`src/rtl/req_gnt_arbiter.sv`:
```
// Round-robin request/grant arbiter with a hold-time limit.
// One holder at a time. A grant ends when the holder releases (done or
// dropped req) or when it has held for MAX_HOLD cycles, which also raises
// a one-cycle timeout. One idle gap cycle always separates two grants.
//
// state   | meaning
// --------+-----------------------------------------------------------
// S_IDLE  | no holder; arbitrate among active requests
// S_GRANT | gnt driven to the holder; hold counter running
// S_GAP   | single dead cycle after a grant ends (timeout may be high)
module req_gnt_arbiter #(
    parameter int NUM_REQ  = 4,
    parameter int MAX_HOLD = 8,
    localparam int ID_W    = $clog2(NUM_REQ)
) (
    input  logic               clk,
    input  logic               rst_n,
    input  logic [NUM_REQ-1:0] req,
    input  logic [NUM_REQ-1:0] done,
    output logic [NUM_REQ-1:0] gnt,
    output logic               gnt_valid,
    output logic [ID_W-1:0]    gnt_id,
    output logic               timeout
);

    typedef enum logic [1:0] {S_IDLE, S_GRANT, S_GAP} state_t;

    localparam logic [7:0] MAX_HOLD_C = 8'(MAX_HOLD);

    state_t             state_q, state_d;
    logic [ID_W-1:0]    ptr_q, ptr_d;
    logic [7:0]         hold_q, hold_d;
    logic [NUM_REQ-1:0] gnt_q, gnt_d;
    logic [ID_W-1:0]    id_q, id_d;
    logic               timeout_q, timeout_d;

    logic               win_found;
    logic [ID_W-1:0]    win_idx;
    logic               release_now;
    logic               limit_now;

    // Round-robin search: first active request at or after ptr, wrapping.
    always_comb begin
        logic [ID_W-1:0] idx;
        win_found = 1'b0;
        win_idx   = '0;
        idx       = '0;
        for (int i = 0; i < NUM_REQ; i++) begin
            idx = ID_W'((int'(ptr_q) + i) % NUM_REQ);
            if (!win_found && req[idx]) begin
                win_found = 1'b1;
                win_idx   = idx;
            end
        end
    end

    // Only the holder's own req/done bits can end a grant.
    assign release_now = done[id_q] | ~req[id_q];
    // The current cycle is the MAX_HOLD-th cycle of the grant.
    assign limit_now   = (hold_q >= (MAX_HOLD_C - 8'd1));

    // Next-state and registered-output logic.
    always_comb begin
        state_d   = state_q;
        ptr_d     = ptr_q;
        hold_d    = hold_q;
        gnt_d     = gnt_q;
        id_d      = id_q;
        timeout_d = 1'b0;
        case (state_q)
            S_IDLE: begin
                if (win_found) begin
                    state_d = S_GRANT;
                    gnt_d   = NUM_REQ'(1) << win_idx;
                    id_d    = win_idx;
                    hold_d  = 8'd0;
                    ptr_d   = (win_idx == ID_W'(NUM_REQ - 1)) ? '0 : win_idx + ID_W'(1);
                end
            end
            S_GRANT: begin
                hold_d = (hold_q < MAX_HOLD_C) ? hold_q + 8'd1 : hold_q;
                if (release_now || limit_now) begin
                    state_d   = S_GAP;
                    gnt_d     = '0;
                    id_d      = '0;
                    // Release wins over the limit when both land together.
                    timeout_d = ~release_now;
                end
            end
            S_GAP: begin
                state_d = S_IDLE;
            end
            default: begin
                state_d = S_IDLE;
                gnt_d   = '0;
                id_d    = '0;
            end
        endcase
    end

    // State registers; reset clears the grant asynchronously.
    always_ff @(posedge clk or negedge rst_n) begin
        if (!rst_n) begin
            state_q   <= S_IDLE;
            ptr_q     <= '0;
            hold_q    <= 8'd0;
            gnt_q     <= '0;
            id_q      <= '0;
            timeout_q <= 1'b0;
        end else begin
            state_q   <= state_d;
            ptr_q     <= ptr_d;
            hold_q    <= hold_d;
            gnt_q     <= gnt_d;
            id_q      <= id_d;
            timeout_q <= timeout_d;
        end
    end

    assign gnt       = gnt_q;
    assign gnt_valid = |gnt_q;
    assign gnt_id    = id_q;
    assign timeout   = timeout_q;

`ifndef SYNTHESIS
    

    

    

    

    
    
    
`endif

endmodule

```
`config.mk`:
```
export PLATFORM = sky130hd
export DESIGN_NAME = req_gnt_arbiter
export DESIGN_NICKNAME = d
export VERILOG_FILES = /design/src/rtl/req_gnt_arbiter.sv
export SDC_FILE = /design/constraint.sdc
export NUM_CORES = 1
export LEC_CHECK = 0
export ABC_CLOCK_PERIOD_IN_PS = 2360
export CORE_UTILIZATION = 45
export CTS_CLUSTER_SIZE = 30
export DETAILED_ROUTE_END_ITERATION = 10
export PLACE_DENSITY = 0.75
export SETUP_SLACK_MARGIN = 0.3
export SYNTH_ARGS = -nofsm -noshare
export SYNTH_HDL_FRONTEND = slang
export SYNTH_SLANG_ARGS = --single-unit
```
`constraint.sdc`:
```
create_clock -name clk -period 2.36 [get_ports clk]
set_input_delay 0.472 -clock clk [delete_from_list [all_inputs] [get_ports clk]]
set_output_delay 0.472 -clock clk [all_outputs]
set_load 0.02 [all_outputs]
```
; ---- After elaboration in Yosys (flattened, before gate mapping)
; Index checks and enable logic that the tools add are counted.
[word_totals]
output_inout_bits = 8
in_bits = 10
register_bits = 19
[classes]
muxes = 35
shift = 1
n_reduce_logical = 14
n_addsub = 5
n_bitwise = 4
order_cmp = 7
eq_ne = 6
[ops]
columns = cell, count
row1 = two-way mux 2 bit, 9
row2 = two-way mux 8 bit, 2
row3 = one-hot mux 8 bit (2 select lines), 1
row4 = "< comparator 2 x 3 -> 1 bit, second input constant", 5
row5 = binary-select mux 1 bit (select 2 bit), 6
row6 = two-way mux 1 bit, 12
row7 = one-hot mux 4 bit (3 select lines), 1
row8 = "adder 8 x 1 -> 8 bit, second input constant", 1
row9 = "greater-or-equal comparator 8 x 3 -> 1 bit, second input constant", 1
row10 = "< comparator 8 x 4 -> 1 bit, second input constant", 1
row11 = two-way mux 4 bit, 2
row12 = "!= test 2 bit, second input constant", 3
row13 = one-hot mux 2 bit (3 select lines), 1
row14 = AND reduction 3 bit, 2
row15 = "adder 2 x 1 -> 2 bit, second input constant", 2
row16 = "adder 2 bit, second input constant", 2
row17 = "== test 2 bit, second input constant", 2
row18 = one-hot mux 2 bit (2 select lines), 1
row19 = AND reduction 2 bit, 2
row20 = OR reduction 4 bit, 1
row21 = "<< shifter 1 x 2 -> 4 bit, first input constant", 1
row22 = logical AND 1 bit, 3
row23 = logical NOT 1 bit, 3
row24 = NOT 1 bit, 3
row25 = other kinds (5), 5

; ---- Logic depth before layout (Yosys ltp)
; Gate-level depths: netlist (run 1).
[depth]
word_depth = 15
ltp_mapped = 7
ltp_nobuf = 7

; ---- Least setup slack after synthesis (run 1)
; OpenSTA, ideal clock, no wires.
[synth_path]
kind = in2reg
startpoint = in req[1]
endpoint = reg ptr_q[1]
setup_slack_ns = 0.659
required_ns = 2.235
t_arrival_ns = 1.576
path_stages = 5
path_buffers = 0
path_cell_list = nand2b_1 a21oi_1 nor4_1 ha_1 mux2_2
[synth_via]
elab_chain_len = 14
word_cells_on_any_way = 26
[synth_rtl]
columns = item, line_no
row1 = from (decl), 18  ; input logic [NUM_REQ-1:0] req,
row2 = binary-select mux 1 bit (select 2 bit), 50  ; if (!win_found && req[idx]) begin
row3 = two-way mux 1 bit (implied by the code), 50
row4 = two-way mux 1 bit, 50
row5 = logical NOT 1 bit, 50
row6 = logical AND 1 bit, 50
row7 = two-way mux 1 bit, 50
row8 = logical NOT 1 bit, 50
row9 = logical AND 1 bit, 50
row10 = two-way mux 1 bit, 50
row11 = logical NOT 1 bit, 50
row12 = logical AND 1 bit, 50
row13 = two-way mux 2 bit, 50
row14 = adder 2 x 1 -> 2 bit / == test 2 bit (equally long branches), 77  ; ptr_d = (win_idx == ID_W'(NUM_REQ - 1)) ? '0 : win_idx + ID_W'(1);
row15 = two-way mux 2 bit, 77
row16 = to (signal assigned), 112  ; ptr_q <= ptr_d;
row17 = to (decl), 31  ; logic [ID_W-1:0] ptr_q, ptr_d;
; Parallel ways exist; a longest one is shown, timed or not. The select of a mux whose other input is x is not followed.
; A chain may end at the register's enable or synchronous reset.

; ---- Worst setup path in the final report (run 1)
[layout_path]
startpoint = in req[2]
endpoint = reg ptr_q[1]
; The elaborated chain is that of the path after synthesis.

==> results of run 1 <==
worst max-delay path, stage by stage:
cell	delay, ps
clkdlybuf4s50_1	530
nor4_2	420
nor4_2	100
buf_4	160
ha_1	270
mux2_2	260
power by group through the flow:
stage	logic [mW]	clock network [mW]	registers [mW]
CTS	0.735	0.172	0.554
global route	0.788	0.189	0.570
floorplan	0.423	0	0.568
detailed placement	0.739	0	0.560
finish	0.728	0.165	0.556
global placement	0.721	0	0.549
path summary, 6_finish.rpt:
kind                                            start                     end  slack, ps  cells past startpoint
worst min register to register  hold_q[5]$_DFFE_PN0P_   hold_q[5]$_DFFE_PN0P_        520                      1
min in group clk                hold_q[5]$_DFFE_PN0P_   hold_q[5]$_DFFE_PN0P_        520                      1
max in group asynchronous                       rst_n  state_q[0]$_DFFE_PN0P_       1660                      2
worst min-delay path                            rst_n   hold_q[1]$_DFFE_PN0P_        490                      2
worst max register to register  hold_q[3]$_DFFE_PN0P_   hold_q[1]$_DFFE_PN0P_        610                      4
worst max-delay path                           req[2]    ptr_q[1]$_DFFE_PN0P_        330                      6
logic make-up (layout without fill, tap and decap cells):
logic type      after synthesis  count (layout)  share of synthesized area, %
fa+ha+maj                     5               5                          6.16
compound gates               17              17                          12.9
mux                           8               8                          9.36
xor+xnor                      1               1                         0.862
buf+inv                       6              30                          2.34
flops                        19              19                          46.8
simple gates                 36              36                          21.6
synthesized netlist by cell type, drive strengths merged, types with 4 or more instances:
master   count  area, um^2
nor2         6        22.5
nor3         5        25.0
nand2b       6        37.5
o2bb2ai      4        35.0
dfrtp       19         475
nor2b        4        25.0
mux2i        5        50.1
a21oi        5        25.0
ha           5        62.6
flip-flops by register name, summed over array words and instances (netlist names):
| signal | cells |
|---|---|
| gnt | 4 |
| gnt_id | 2 |
| hold_q | 8 |
| ptr_q | 2 |
| state_q | 2 |
| timeout | 1 |
per-stage QoR:
stage	instance area (um^2)	utilization, %
3_5_place_dp	1250	61.3
5_1_grt	1290	63.4
4_1_cts	1280	62.7
2_1_floorplan	1020	-
6_report	1290	63.4
3_3_place_gp	1250	61.3
cell type report:
| type | instances | area, um^2 | area share [%] |
|---|---|---|---|
| clock buffer | 3 | 22.5 | 1.74 |
| clock inverter | 1 | 5.00 | 0.387 |
| inverter | 3 | 11.3 | 0.870 |
| multi-input combinational | 67 | 531 | 41.0 |
| sequential | 19 | 475 | 36.8 |
| tap | 27 | 33.8 | 2.61 |
| timing repair buffer | 23 | 215 | 16.6 |
repair_timing:
item                                   CTS  global route
endpoints found under the hold margin    0             0
setup endpoints to repair                1             6
gates resized for setup                  2             6
layer usage:
layer	wire length [um]	vias to the layer above	track usage [%]
met5	0	-	0
met4	13	0	5.71
met3	93	2	4.94
met2	1040	24	30.8
met1	992	399	26.2
li1	-	390	-
==> run metrics, run 1 <==
status=complete, no violations; Post-CTS Hold Fix Bufs=0; Flop pwr share=38.4%; Via density=5.70; worst-skew pair later-pin latency=300 ps; mapped cell area=0.00102 mm^2; Detailed Route Iter0 Violations=26; vias in the first global route=790; Mapped Cells=92; fin cells=143; layout cells sized above 1=17.2%; WL per Instance=15.0 um; EDFF count, synth=0; final worst clock skew=5.59 ps; Final ANT Viol Nets=0; Hold Worst Slack=491 ps; Rows=16; startpoint types=input port; root buffer cell=clkbuf_4; residual DRC count=0; Area growth syn-to-layout=27.3%; number of hold violations in the final report=0; Avg Cell Area, Syn=11.0 um^2; first-pass GRT wire length=3.52 mm; antenna cell count=0; DP Worst Slack=30.8 ps; Starting Density=49.8%; static leakage=0.603 nW; Max Buffers Root-to-Sink=2; initial antenna violation count=0; Crit Path Category=in2reg; total power=1.45 mW; max cap viols=0; worst setup margin=333 ps; ys async rst share=100%; Port Buf Inserts=17; commonest non-fill, non-tap cell in the layout=dfrtp_1; Max FO, Critical Path=7; detailed-placement wirelength estimate=1.48 mm; core area=0.00204 mm^2; Tmin final=2030 ps; leading cell types in the layout, fill and taps excluded=19 x dfrtp_1, 14 x clkdlybuf4s50_1, 6 x nand2b_1, 6 x nor2_1, 6 x buf_4; Sw Pwr=0.591 mW; Hold Path Class=in2async; GRT Util Overall=19.4%; TritonCTS Buffers=3; largest net degree at the start of global routing=20; Worst-path clk slew=110 ps; detailed-route via count=815; IO Count=18; CTS tree=yes; Cell Pwr Density=1120 mW/mm^2; DR pass1 iterations=4; Overflow after GRT=0; worst slew pin tran=406 ps; peak supply drop=0.000754 V; Clock power frac=11.4%; Sw Ratio=40.8%; syn_nets=107; H-tree depth=1; Synth Warn #=0; Comb pwr share=50.2%; Die X=49.5 um; Post-Route Setup TNS=0 ps; Seq/Total Area, Yosys=46.8%; Rel. slew slack=72.8%; gpl congestion=0.851; unrepaired setup endpoints after global routing=true; period utilization=85.9%; crit path capture type=flip-flop; CTS Sinks=19; required time worst endpoint=2550 ps; achievable frequency=493 MHz; number of synthesized register bits=19; Nets=132; top_reg_cell synth=dfrtp_1; die area=0.00245 mm^2; # fillers=193; setup violators final=0; post-synthesis cell type count=30; Routed WL=2.14 mm; # Post-CTS Setup Buffers=0; Worst EP arrival=2220 ps; Slew Limit Fails=0; Post-Place Cells=139; internal power=0.858 mW; Die Span Y=49.5 um
(Power assumes the default switching activity.)
==> inputs of run 2 (changes only) <==
Settings changed: CTS_CLUSTER_SIZE 30 to unset, GPL_TIMING_DRIVEN set to 0.
==> run 2 against run 1 <==
  * Final cell count down 2.1%
  * Worst setup slack better by 3.6 ps
  * Final area down 0.48%
  * Sequential power down 4.0%
  * Highest routed layer unchanged
  * Largest power group unchanged
  * Via count down 1.1%
  * Routed wire length down 3.0%
  * Die area unchanged
  * Sequential cell count unchanged
==> run metrics, run 2 (synthesis results as in run 1) <==
Hold EP=hold_q[4]$_DFFE_PN0P_; Biggest register=hold_q; Routed WL=2.08 mm (-3.0%); GRT Util Overall=19.0% (-0.45 points); worst setup margin=337 ps (+3.61 ps); Die Span Y=49.5 um (unchanged); Final ANT Viol Nets=0 (unchanged); Post-Place Cells=136 (-2.2%); R2R cell count=5 (+1); number of hold violations in the final report=0 (unchanged); hold path depth=1; DP Worst Slack=-217 ps (-248 ps); Worst EP arrival=2270 ps (+50 ps); layout cells sized above 1=14.2% (-3.1 points); startpoint types=input port; antenna cell count=0 (unchanged); max cap viols=0 (unchanged); Clock power frac=11.8% (+0.4 points); Cell Pwr Density=1110 mW/mm^2 (-0.65%); Rel. slew slack=44.2% (-29 points); period utilization=85.7% (-0.15 points); Max Buffers Root-to-Sink=2 (unchanged); Rows=16 (unchanged); final worst clock skew=12.4 ps (+6.77 ps); Detailed Route Iter0 Violations=11 (-58%); Sw Pwr=0.596 mW (+0.89%); WL per Instance=14.8 um (-0.96%); Starting Density=49.8% (unchanged); static leakage=0.600 nW (-0.57%); hold_sp=hold_q[4]$_DFFE_PN0P_; residual DRC count=0 (unchanged); initial antenna violation count=0 (unchanged); Sw Ratio=41.6% (+0.83 points); Nets=129 (-2.3%); leading cell types in the layout, fill and taps excluded=19 x dfrtp_1, 13 x clkdlybuf4s50_1, 6 x nand2b_1, 6 x nor2_1; Tmin final=2020 ps (-3.61 ps); root buffer cell=clkbuf_4; detailed-placement wirelength estimate=1.46 mm (-1.5%); # Post-CTS Setup Buffers=0 (unchanged); core area=0.00204 mm^2 (unchanged); RR Startpoint=hold_q[3]$_DFFE_PN0P_; Flop pwr share=37.3% (-1.1 points); DR pass1 iterations=4 (unchanged); unrepaired setup endpoints after global routing=false; flop2flop setup slack=570 ps (-40 ps); Hold Path Class=reg2reg; fin cells=140 (-2.1%); Slew Limit Fails=0 (unchanged); # fillers=180 (-6.7%); Largest register FFs=8 (unchanged); Crit Path Category=in2reg; Max FO, Critical Path=8 (+1); CTS Sinks=19 (unchanged); Overflow after GRT=0 (unchanged); Die X=49.5 um (unchanged); Comb pwr share=50.9% (+0.7 points); required time worst endpoint=2600 ps (+50 ps); vias in the first global route=826 (+4.6%); setup violators final=0 (unchanged); commonest non-fill, non-tap cell in the layout=dfrtp_1; TritonCTS Buffers=3 (unchanged); Port Buf Inserts=17 (unchanged); achievable frequency=494 MHz (+0.18%); reg2reg end=gnt_id[0]$_DFFE_PN0P_; Via density=5.76 (+1.0%); final instance area=0.00129 mm^2 (-0.48%); crit path capture type=flip-flop; internal power=0.836 mW (-2.5%); peak supply drop=0.000709 V (-5.9%); H-tree depth=1 (unchanged); IO Count=18 (unchanged); Area growth syn-to-layout=26.7%; detailed-route via count=806 (-1.1%); status=complete, no violations; Worst-path clk slew=120 ps (about the same); worst slew pin tran=834 ps (+428 ps); die area=0.00245 mm^2 (unchanged); gpl congestion=0.839 (-1.4%); first-pass GRT wire length=3.51 mm (-0.20%); dpl cell area=0.00122 mm^2 (-2.6%); worst-skew pair later-pin latency=310 ps (about the same); CTS tree=yes; largest net degree at the start of global routing=20 (unchanged)
==> run 2: layout make-up <==
cell class	instances	area, um^2	share of cell area (%)
inverter	3	11.3	0.875
timing repair buffer	17	173	13.4
tap	27	33.8	2.62
clock buffer	3	22.5	1.75
buffer	3	13.8	1.07
sequential	19	475	36.9
multi-input combinational	67	553	43.0
clock inverter	1	5.00	0.389
==> run 2: how the worst max path moves through the flow <==
stage / to / slack (ps) / start
final: gnt_id[0]$_DFFE_PN0P_ / 340 / req[3]
after global routing: gnt[3]$_DFFE_PN0P_ / 300 / req[3]
after CTS: gnt_id[1]$_DFFE_PN0P_ / 270 / req[2]
after detailed placement: gnt[0]$_DFFE_PN0P_ / -220 / req[1]
after global placement: gnt[0]$_DFFE_PN0P_ / -110 / req[1]
after floorplan: ptr_q[1]$_DFFE_PN0P_ / 660 / req[1]
==> run 2: metal layers <==
| layer | routed length (um) | global-route usage [%] | vias up | share of wire (%) |
|---|---|---|---|---|
| li1 | - | - | 381 | - |
| met3 | 70 | 2.78 | 3 | 3.4 |
| met5 | 0 | 0 | - | 0 |
| met4 | 25 | 7.14 | 0 | 1.2 |
| met2 | 993 | 31.1 | 18 | 48 |
| met1 | 987 | 25.4 | 404 | 48 |
==> run 2: critical path, cell delays in order <==
cell,delay [ps]
clkdlybuf4s50_1,610
nand2b_1,90
mux4_2,500
and3b_1,230
buf_2,200
a221o_1,170
==> run 2: through the flow <==
step                      util, %  power [mW]  TNS (ps)  hold slack (ps)
final                        63.1        1.43         0              523
after detailed placement     59.7        1.26      -685              494
after global placement       59.7        1.24      -309              489
after global routing         63.1        1.52         0              559
after floorplan                 -       0.991         0              176
after CTS                    61.3        1.42         0              529
==> run 2: power groups by stage <==
stage	clock, mW	sequential (mW)	combinational [mW]
after floorplan	0	0.568	0.423
after global placement	0	0.529	0.707
after detailed placement	0	0.539	0.722
after CTS	0.168	0.530	0.718
after global routing	0.180	0.546	0.790
final	0.169	0.534	0.729
==> run 2: timing repair <==
item	CTS	global route
pin swaps	1	1
cloned	0	0
setup endpoints to repair	6	10
hold buffers	0	0
resized for setup	2	11
